## src/rtl/lcd_bus_writer_pkg.sv

```systemverilog
// Shared definitions for the LCD bus writer: FSM encoding, FIFO entry layout,
// counter sizing and byte-mode half-select values.
package lcd_bus_pkg;

    typedef enum logic [1:0] {
        ST_IDLE  = 2'd0,
        ST_SETUP = 2'd1,
        ST_WR_LO = 2'd2,
        ST_WR_HI = 2'd3
    } state_t;

    localparam int CNT_W = 4;
    localparam int CNT_MAX = (1 << CNT_W) - 1;

    localparam logic ID_INS  = 1'b0;
    localparam logic ID_DATA = 1'b1;

    localparam int BYTE_W = 8;
    localparam logic HALF_HI = 1'b0;
    localparam logic HALF_LO = 1'b1;

    // The ID flag sits directly above the payload in a FIFO entry.
    function automatic int id_bit(input int dw);
        return dw;
    endfunction

endpackage

```

## src/rtl/lcd_bus_writer_if.sv

```systemverilog
// FIFO read port plus 8080-style LCD write bus. Define LCD_BYTE_MODE_EN to
// narrow LCD_DATA to 8 bits.
interface lcd_bus_writer_if #(
    parameter int DW = 16
);
    import lcd_bus_pkg::*;

`ifdef LCD_BYTE_MODE_EN
    localparam int LW = BYTE_W;
`else
    localparam int LW = DW;
`endif

    logic          fifo_rempty;
    logic [DW:0]   fifo_rdata;
    logic          fifo_rinc;
    logic          LCD_CS;
    logic          LCD_RS;
    logic          LCD_WR;
    logic          LCD_RD;
    logic [LW-1:0] LCD_DATA;
    logic          busy;

    modport master (
        input  fifo_rempty, fifo_rdata,
        output fifo_rinc, LCD_CS, LCD_RS, LCD_WR, LCD_RD, LCD_DATA, busy
    );

    modport slave (
        output fifo_rempty, fifo_rdata,
        input  fifo_rinc, LCD_CS, LCD_RS, LCD_WR, LCD_RD, LCD_DATA, busy
    );

endinterface

```

## src/rtl/lcd_bus_writer.sv

```systemverilog
// Pops {ID, payload} entries from the printer output FIFO and strobes them onto
// the LCD write bus. LCD_BYTE_MODE_EN selects two 8-bit strobes per entry.
module lcd_bus_writer
    import lcd_bus_pkg::*;
#(
    parameter int DW          = 16,
    parameter int WR_LOW_CYC  = 2,
    parameter int WR_HIGH_CYC = 2
) (
    input  logic             clk,
    input  logic             rst_n,
    lcd_bus_writer_if.master bus
);

`ifdef LCD_BYTE_MODE_EN
    localparam int LW = BYTE_W;
`else
    localparam int LW = DW;
`endif

    localparam int ID_BIT = id_bit(DW);
    localparam logic [CNT_W-1:0] LOW_LOAD  = CNT_W'(WR_LOW_CYC - 1);
    localparam logic [CNT_W-1:0] HIGH_LOAD = CNT_W'(WR_HIGH_CYC - 1);

    if (WR_LOW_CYC < 1 || WR_LOW_CYC > CNT_MAX) begin : g_bad_low
        $error("lcd_bus_writer: WR_LOW_CYC must be within 1..15");
    end
    if (WR_HIGH_CYC < 1 || WR_HIGH_CYC > CNT_MAX) begin : g_bad_high
        $error("lcd_bus_writer: WR_HIGH_CYC must be within 1..15");
    end
`ifdef LCD_BYTE_MODE_EN
    if (DW != 2 * BYTE_W) begin : g_bad_dw
        $error("lcd_bus_writer: byte mode needs a 16-bit payload");
    end
`endif

    state_t           state;
    logic [CNT_W-1:0] cnt;
    logic             cs_q;
    logic             rs_q;
    logic             wr_q;
    logic             busy_q;
    logic [LW-1:0]    data_q;

    logic             head_id;
    logic [DW-1:0]    head_pay;
    logic [LW-1:0]    head_lcd;
    logic             cnt_done;
    logic             last_strobe;
    logic             pop;

    assign head_id  = bus.fifo_rdata[ID_BIT];
    assign head_pay = bus.fifo_rdata[DW-1:0];
    assign cnt_done = (cnt == '0);

`ifdef LCD_BYTE_MODE_EN
    logic              half_q;
    logic [BYTE_W-1:0] lo_q;

    assign head_lcd    = head_pay[DW-1 -: BYTE_W];
    assign last_strobe = (half_q == HALF_LO);
`else
    assign head_lcd    = head_pay;
    assign last_strobe = 1'b1;
`endif

    // Pop only at the very end of an entry's final strobe, or from IDLE.
    assign pop = !bus.fifo_rempty &&
                 ((state == ST_IDLE) ||
                  (state == ST_WR_HI && cnt_done && last_strobe));

    assign bus.fifo_rinc = pop;
    assign bus.LCD_CS    = cs_q;
    assign bus.LCD_RS    = rs_q;
    assign bus.LCD_WR    = wr_q;
    assign bus.LCD_RD    = 1'b1;
    assign bus.LCD_DATA  = data_q;
    assign bus.busy      = busy_q;

    always_ff @(posedge clk or negedge rst_n) begin
        if (!rst_n) begin
            state  <= ST_IDLE;
            cnt    <= '0;
            cs_q   <= 1'b1;
            rs_q   <= ID_INS;
            wr_q   <= 1'b1;
            busy_q <= 1'b0;
            data_q <= '0;
`ifdef LCD_BYTE_MODE_EN
            half_q <= HALF_HI;
            lo_q   <= '0;
`endif
        end else begin
            case (state)
                ST_IDLE: begin
                    cs_q <= 1'b1;
                    if (pop) begin
                        rs_q   <= head_id;
                        data_q <= head_lcd;
`ifdef LCD_BYTE_MODE_EN
                        lo_q   <= head_pay[BYTE_W-1:0];
                        half_q <= HALF_HI;
`endif
                        cs_q   <= 1'b0;
                        busy_q <= 1'b1;
                        state  <= ST_SETUP;
                    end
                end
                ST_SETUP: begin
                    wr_q  <= 1'b0;
                    cnt   <= LOW_LOAD;
                    state <= ST_WR_LO;
                end
                ST_WR_LO: begin
                    if (cnt_done) begin
                        wr_q  <= 1'b1;
                        cnt   <= HIGH_LOAD;
                        state <= ST_WR_HI;
                    end else begin
                        cnt <= cnt - 1'b1;
                    end
                end
                ST_WR_HI: begin
                    if (!cnt_done) begin
                        cnt <= cnt - 1'b1;
`ifdef LCD_BYTE_MODE_EN
                    end else if (!last_strobe) begin
                        // Low byte reuses the address setup of the high byte.
                        data_q <= lo_q;
                        half_q <= HALF_LO;
                        wr_q   <= 1'b0;
                        cnt    <= LOW_LOAD;
                        state  <= ST_WR_LO;
`endif
                    end else if (pop) begin
                        rs_q   <= head_id;
                        data_q <= head_lcd;
`ifdef LCD_BYTE_MODE_EN
                        lo_q   <= head_pay[BYTE_W-1:0];
                        half_q <= HALF_HI;
`endif
                        state  <= ST_SETUP;
                    end else begin
                        cs_q   <= 1'b1;
                        busy_q <= 1'b0;
                        state  <= ST_IDLE;
                    end
                end
                default: state <= ST_IDLE;
            endcase
        end
    end

endmodule

```

## src/flat_wrapper.sv

```systemverilog
// flat-port wrapper written by rule: the top's interface ports become plain ports
module lcd_bus_writer_flat import lcd_bus_pkg::*;
#(
    parameter int DW          = 16,
    parameter int WR_LOW_CYC  = 2,
    parameter int WR_HIGH_CYC = 2
)
  (clk, rst_n, bus_fifo_rempty, bus_fifo_rdata, bus_fifo_rinc, bus_LCD_CS, bus_LCD_RS, bus_LCD_WR, bus_LCD_RD, bus_LCD_DATA, bus_busy);
  lcd_bus_writer_if #(.DW(DW)) bus_i ();
  input  logic clk;
  input  logic rst_n;
  input wire logic [$bits(bus_i.fifo_rempty)-1:0] bus_fifo_rempty;
  input wire logic [$bits(bus_i.fifo_rdata)-1:0] bus_fifo_rdata;
  output wire logic [$bits(bus_i.fifo_rinc)-1:0] bus_fifo_rinc;
  output wire logic [$bits(bus_i.LCD_CS)-1:0] bus_LCD_CS;
  output wire logic [$bits(bus_i.LCD_RS)-1:0] bus_LCD_RS;
  output wire logic [$bits(bus_i.LCD_WR)-1:0] bus_LCD_WR;
  output wire logic [$bits(bus_i.LCD_RD)-1:0] bus_LCD_RD;
  output wire logic [$bits(bus_i.LCD_DATA)-1:0] bus_LCD_DATA;
  output wire logic [$bits(bus_i.busy)-1:0] bus_busy;
  assign bus_i.fifo_rempty = bus_fifo_rempty;
  assign bus_i.fifo_rdata = bus_fifo_rdata;
  assign bus_fifo_rinc = bus_i.fifo_rinc;
  assign bus_LCD_CS = bus_i.LCD_CS;
  assign bus_LCD_RS = bus_i.LCD_RS;
  assign bus_LCD_WR = bus_i.LCD_WR;
  assign bus_LCD_RD = bus_i.LCD_RD;
  assign bus_LCD_DATA = bus_i.LCD_DATA;
  assign bus_busy = bus_i.busy;
  lcd_bus_writer #(.DW(DW), .WR_LOW_CYC(WR_LOW_CYC), .WR_HIGH_CYC(WR_HIGH_CYC)) u_core (.clk(clk), .rst_n(rst_n), .bus(bus_i));
endmodule
```

## config.mk

```make
export PLATFORM = sky130hd
export DESIGN_NAME = lcd_bus_writer_flat
export DESIGN_NICKNAME = d
export VERILOG_FILES = /design/src/rtl/lcd_bus_writer_pkg.sv /design/src/rtl/lcd_bus_writer_if.sv /design/src/rtl/lcd_bus_writer.sv /design/src/flat_wrapper.sv
export SDC_FILE = /design/constraint.sdc
export NUM_CORES = 1
export LEC_CHECK = 0
export CORE_MARGIN = 3
export CORE_UTILIZATION = 23
export CTS_CLUSTER_SIZE = 20
export DETAILED_ROUTE_END_ITERATION = 6
export GPL_ROUTABILITY_DRIVEN = 0
export PLACE_DENSITY_LB_ADDON = 0.25
export SYNTH_ARGS = -nofsm -noshare
export SYNTH_HDL_FRONTEND = slang
export SYNTH_SLANG_ARGS = --single-unit
```

## constraint.sdc

```tcl
create_clock -name clk -period 2.1 [get_ports clk]
set_input_delay 0.42 -clock clk [delete_from_list [all_inputs] [get_ports clk]]
set_output_delay 0.42 -clock clk [all_outputs]
set_load 0.05 [all_outputs]
```

==> results of run 1 <==
[cells in the mapped netlist, types with 2 or more instances]
cell type                  instances
sky130_fd_sc_hd__nor2_1            2
sky130_fd_sc_hd__nor3_1            2
sky130_fd_sc_hd__dfrtp_1          24
sky130_fd_sc_hd__a21oi_1           7
sky130_fd_sc_hd__o21ai_0           3
sky130_fd_sc_hd__inv_1             8
sky130_fd_sc_hd__or3b_2            2
sky130_fd_sc_hd__o22ai_1           2
sky130_fd_sc_hd__buf_4             2
sky130_fd_sc_hd__nand2_1           3
sky130_fd_sc_hd__ha_1              6
sky130_fd_sc_hd__mux2_2            8
sky130_fd_sc_hd__dfstp_2           2
sky130_fd_sc_hd__o221ai_1          2
sky130_fd_sc_hd__mux2_4           10
sky130_fd_sc_hd__nor2b_1           2
[layer usage]
layer,global-route usage,routed length (um),vias to the layer above
met5,0,0,-
met4,0.0199,18,0
li1,-,-,437
met3,0.0329,149,2
met1,0.102,1190,466
met2,0.179,1500,23
[how the worst max path moves through the flow]
stage,from,to,slack [ns]
floorplan,u_core.cnt[0]$_DFFE_PN0P_,bus_fifo_rinc,0.04
global placement,bus_fifo_rempty,bus_fifo_rinc,0.29
detailed placement,u_core.state[1]$_DFFE_PN0P_,bus_fifo_rinc,0.24
CTS,u_core.cnt[1]$_DFFE_PN0P_,bus_fifo_rinc,0.06
global route,u_core.cnt[1]$_DFFE_PN0P_,bus_fifo_rinc,0.008
finish,u_core.cnt[1]$_DFFE_PN0P_,bus_fifo_rinc,0.13
[metrics by stage]
stage | utilization | setup slack (ns) | std cells | cell area (sq um) | hold slack, ns
2_1_floorplan | - | 0.0433 | 100 | 1330 | 0.124
3_3_place_gp | 0.327 | 0.287 | 211 | 1810 | 0.493
3_5_place_dp | 0.327 | 0.239 | 211 | 1810 | 0.491
4_1_cts | 0.342 | 0.0557 | 215 | 1890 | 0.515
5_1_grt | 0.346 | 0.00754 | 215 | 1920 | 0.524
6_report | 0.346 | 0.132 | 215 | 1920 | 0.505
[sequential cells by signal (all words and copies together), names as in the netlist]
signal	cells
u_core.bus.busy	1
u_core.bus.LCD_WR	1
u_core.state	2
u_core.bus.LCD_RS	1
u_core.bus.LCD_DATA	16
u_core.bus.LCD_CS	1
u_core.cnt	4
[layout make-up]
class / instances / area [sq um]
fill: 561 / 3620
sequential: 26 / 653
multi-input combinational: 63 / 639
timing repair buffer: 42 / 433
tap: 72 / 90.1
clock buffer: 3 / 41.3
clock inverter: 1 / 30.0
inverter: 8 / 30.0
[cell families (layout without fill, tap and decap cells)]
| kind of cell | after synthesis | count (layout) |
|---|---|---|
| AO/OA/AOI/OAI | 22 | 22 |
| adder cells (fa/ha/maj) | 6 | 6 |
| buffers and inverters | 11 | 54 |
| flip-flops | 26 | 26 |
| multiplexers | 19 | 19 |
| other | 1 | 1 |
| AND/OR/NAND/NOR | 15 | 15 |
==> results.yml, run 1 <==
run_status:
  status: "finished clean"
route:
  drtPass1Iterations: 4
  detailedRoute.firstIterationViolations: 24
  detail_route.wl_per_cell_um: 13.3
  wirelength_mm: 2.86
  drcViolationCount: 0
  routed-via-count: 928
  antenna_left: 0
  post_drt_via_cell_ratio: 4.32
floorplan:
  initial_utilization: 0.239
  die_h_um: 81.9
  num_rows: 27
  die_width_um: 81.9
  core_area_sq_um: 5540
  fp.dieArea_sq_um: 6710
  pin_count: 42
critical_path:
  timing.critical_path.from_type: "flop"
  timing.critical_path.fanout_max: 4
  setup.reg_to_reg.worst_slack_ns: 0.36
  worst_path_largest_cell_delay_ns: 0.41
  depth_of_the_most_critical_reg_to_reg_path: 6
  critical_path_cell_by_cell: "inv_1 -> ha_2 -> nand4bb_4 -> a21oi_2 -> buf_12"
  required_ns: 1.68
  path_buf_inv: 2
  cp.arrival_ns: 1.55
  critical_path.endpoint_type: "output pin"
  worstSetupPathDepth: 5
  path_delay_family: "flip-flops"
  critical_path.reg2reg.startpoint: "u_core.state[0]$_DFFE_PN0P_"
  worst-setup-path-type: "flop to output pin"
  critical_path.reg2reg.endpoint: "u_core.bus.LCD_DATA[14]$_DFFE_PN0P_"
  critical-path-slowest-cell: "sky130_fd_sc_hd__dfrtp_1"
synth:
  netlist.area_leader.share: 0.453
  netlist-cell-type-count: 31
  syn_inst: 100
  postSynth.asyncResetShare: 1.00
  synth_simple_gate_area_share: 0.0943
  synth-main-ff-cell: "sky130_fd_sc_hd__dfrtp_1"
  synth_top_family_by_area: "multiplexers"
  seq_area_frac_synth: 0.492
  post_synth_mux_area_share: 0.189
  xor_xnor_fraction_of_synth_area: 0
  syn_avg_cell_area_sq_um: 13.3
  synthAdderAreaFrac: 0.0566
  synth_top_area_cell: "sky130_fd_sc_hd__dfrtp_1"
  synth-compound-area-share: 0.116
  netlist_top_cells_area: "sky130_fd_sc_hd__dfrtp_1 45%, sky130_fd_sc_hd__mux2_4 11%, sky130_fd_sc_hd__mux2_2 6.8%"
  synth_enable_flop_cells: 0
  synth_area_sq_um: 1330
  yosysWarnings: 0
  yosys_register_bits: 26
  postSynthNetCount: 126
clocking:
  max-clock-path-buffers: 2
  tritoncts: "built"
  worst_skew_pair_latency_ns: 0.27
  clockRootBuffer: "sky130_fd_sc_hd__clkbuf_8"
  cts-htree-levels: 1
  numClockSinks: 26
  tritoncts.num_buffers: 3
  clk_pin_slew_worst_paths_ns: 0.10
  cts_hold_buffers: 0
  post_cts_resized: 3
  postcts_setup_bufs: 0
placed_design:
  dp_hpwl_mm: 2.15
  port-buffer-count: 40
final_layout:
  final_common_cell: "sky130_fd_sc_hd__clkdlybuf4s50_1"
  design.final.nets: 170
  areaGrowthSynthToFinish_pct: 44.5
  mostFrequentLayoutCells: "37 x sky130_fd_sc_hd__clkdlybuf4s50_1, 24 x sky130_fd_sc_hd__dfrtp_1, 10 x sky130_fd_sc_hd__mux2_4"
  final_layout_size_suffix_gt1_frac: 0.280
  insertedDiodeCount: 0
global_route:
  globalRoute.totalOverflow: 0
  track_usage: 0.0952
  grt_antenna_before_repair: 0
  vias_in_the_first_global_route: 1037
  global_route_wire_length_before_repair_mm: 4.88
  maximum_number_of_pins_on_one_net_before_global_route_repair: 27
timing:
  skew_ns: 0.00302
  unrepaired_setup_endpoints_after_global_routing: "false"
  max_freq_ghz: 0.508
  finalMaxSlewViolations: 0
  worst-slew-pin-transition_ns: 0.513
  period_share: 0.937
  hold_viol_final: 0
  finalSetupViolations: 0
  final_total_negative_setup_slack_ns: 0
  timing.slew.headroom: 0.657
  time_the_final_worst_path_needs_with_i_o_delays_and_setup_ns: 1.97
min_path:
  min_path_type: "input port to asynchronous set/reset pin"
job:
  drv_cap: 0
Power of run 1 is left out: the tool's default activity adds up to more than one toggle a clock period on the data nets, which glitch-free logic cannot reach.
==> inputs of run 2 (changes only) <==
==> constraint.sdc (replaced) <==
create_clock -name clk -period 1.8 [get_ports clk]
set_input_delay 0.36 -clock clk [delete_from_list [all_inputs] [get_ports clk]]
set_output_delay 0.36 -clock clk [all_outputs]
set_load 0.05 [all_outputs]
==> run 2 against run 1 <==
Non-clock buffer count increased by 7. Critical endpoint unchanged. Sequential share of layout area decreased by 0.50 points. Die area stayed put. First-iteration DRC count up 92%. Via count increased by 1.2%. Critical path depth is the same. Hold slack got worse by 0.049 ns. Design area up 1.7%. Register-to-register slack got worse by 0.24 ns. Clock-buffer cell count did not move. Largest cell class is now multi-input gates.
==> results.yml, run 2 (synthesis gave the netlist of run 1 again) <==
timing:
  hold_viol_final: 0
  max_freq_ghz: 0.566
  final_total_negative_setup_slack_ns: 0
  time_the_final_worst_path_needs_with_i_o_delays_and_setup_ns: 1.77
  unrepaired_setup_endpoints_after_global_routing: "true"
  skew_ns: 0.00448
  finalSetupViolations: 0
  period_share: 0.981
  finalWorstSetupSlack_ns: 0.0344
  finalMaxSlewViolations: 0
  fin_worst_hold_slack_ns: 0.455
critical_path:
  timing.critical_path.fanout_max: 4
  worst_path_largest_cell_delay_ns: 0.41
  critical_path.endpoint_type: "output pin"
  critical_path_cell_by_cell: "inv_2 -> ha_4 -> nand4bb_4 -> a21oi_4 -> buf_12"
  path_buf_inv: 2
  cp.arrival_ns: 1.41
  path_delay_family: "flip-flops"
  worst-setup-path-type: "flop to output pin"
  required_ns: 1.44
  critical-path-slowest-cell: "sky130_fd_sc_hd__dfrtp_1"
  timing.critical_path.from_type: "flop"
floorplan:
  initial_utilization: 0.239
  pin_count: 42
  fp.dieArea_sq_um: 6710
  core_area_sq_um: 5540
  die_h_um: 81.9
  die_width_um: 81.9
  num_rows: 27
route:
  routed-via-count: 939
  detailedRoute.firstIterationViolations: 46
  drcViolationCount: 0
  drtPass1Iterations: 4
  antenna_left: 0
  wirelength_mm: 2.75
  post_drt_via_cell_ratio: 4.23
  detail_route.wl_per_cell_um: 12.4
min_path:
  min_path_type: "input port to asynchronous set/reset pin"
final_layout:
  areaGrowthSynthToFinish_pct: 47.0
  insertedDiodeCount: 0
  mostFrequentLayoutCells: "28 x sky130_fd_sc_hd__buf_4, 23 x sky130_fd_sc_hd__dfrtp_1, 19 x sky130_fd_sc_hd__clkdlybuf4s50_1"
  n_fill_cell: 553
  final_common_cell: "sky130_fd_sc_hd__buf_4"
  design.final.nets: 177
  largest_register_ffs: 16
  final_layout_size_suffix_gt1_frac: 0.480
placed_design:
  port-buffer-count: 40
  dp_worst_setup_slack_ns: -0.0249
  dp_hpwl_mm: 2.05
global_route:
  globalRoute.totalOverflow: 0
  global_route_wire_length_before_repair_mm: 4.71
  track_usage: 0.0895
  maximum_number_of_pins_on_one_net_before_global_route_repair: 27
  vias_in_the_first_global_route: 997
  grt_antenna_before_repair: 0
clocking:
  cts_hold_buffers: 0
  tritoncts: "built"
  worst_skew_pair_latency_ns: 0.27
  numClockSinks: 26
  clockRootBuffer: "sky130_fd_sc_hd__clkbuf_8"
  clk_pin_slew_worst_paths_ns: 0.10
  max-clock-path-buffers: 2
  cts-htree-levels: 1
  tritoncts.num_buffers: 3
run_status:
  status: "finished clean"
job:
  drv_cap: 0
## run 2: area by class of cell
cell class                      instances  area [sq um]  share of cell area
Multi-Input combinational cell         63           663               0.340
Clock buffer                            3          41.3              0.0212
Inverter                                8          30.0              0.0154
Clock inverter                          1          30.0              0.0154
Sequential cell                        26           654               0.336
Tap cell                               72          90.1              0.0462
Timing Repair Buffer                   49           440               0.226
## run 2: metrics by stage
step,cells,util,area (sq um)
detailed placement,215,0.325,1800
global placement,215,0.325,1800
finish,222,0.352,1950
floorplan,100,-,1330
global route,222,0.352,1950
CTS,221,0.349,1940
## run 2: repair_timing
| item | in CTS | in global routing |
|---|---|---|
| gates resized for setup | 12 | 2 |
| pin swaps | 1 | 1 |
| endpoints found under the hold margin | 0 | 0 |
| setup buffers | 2 | 1 |
| setup endpoints to repair | 13 | 3 |
## run 2: worst paths after layout
kind | from | endpoint | slack (ns) | cells after the start
setup / recovery | u_core.cnt[1]$_DFFE_PN0P_ | bus_fifo_rinc | 0.03 | 5
hold / removal | rst_n | u_core.bus.busy$_DFFE_PN0P_ | 0.46 | 2
setup reg to reg | u_core.state[0]$_DFFE_PN0P_ | u_core.state[0]$_DFFE_PN0P_ | 0.12 | 6
max in group asynchronous | rst_n | u_core.bus.LCD_WR$_DFFE_PN1P_ | 1.05 | 2
hold reg to reg | u_core.bus.LCD_DATA[10]$_DFFE_PN0P_ | u_core.bus.LCD_DATA[10]$_DFFE_PN0P_ | 0.52 | 1
min in group clk | u_core.bus.LCD_DATA[10]$_DFFE_PN0P_ | u_core.bus.LCD_DATA[10]$_DFFE_PN0P_ | 0.52 | 1
## run 2: metal layers
layer / wire length [um] / GRT usage / vias up
met2: 1280 / 0.154 / 34
li1: - / - / 455
met1: 1280 / 0.113 / 450
met5: 0 / 0 / -
met3: 186 / 0.0318 / 0
met4: 0 / 0.00498 / 0
Power of run 2 is left out for the same reason.
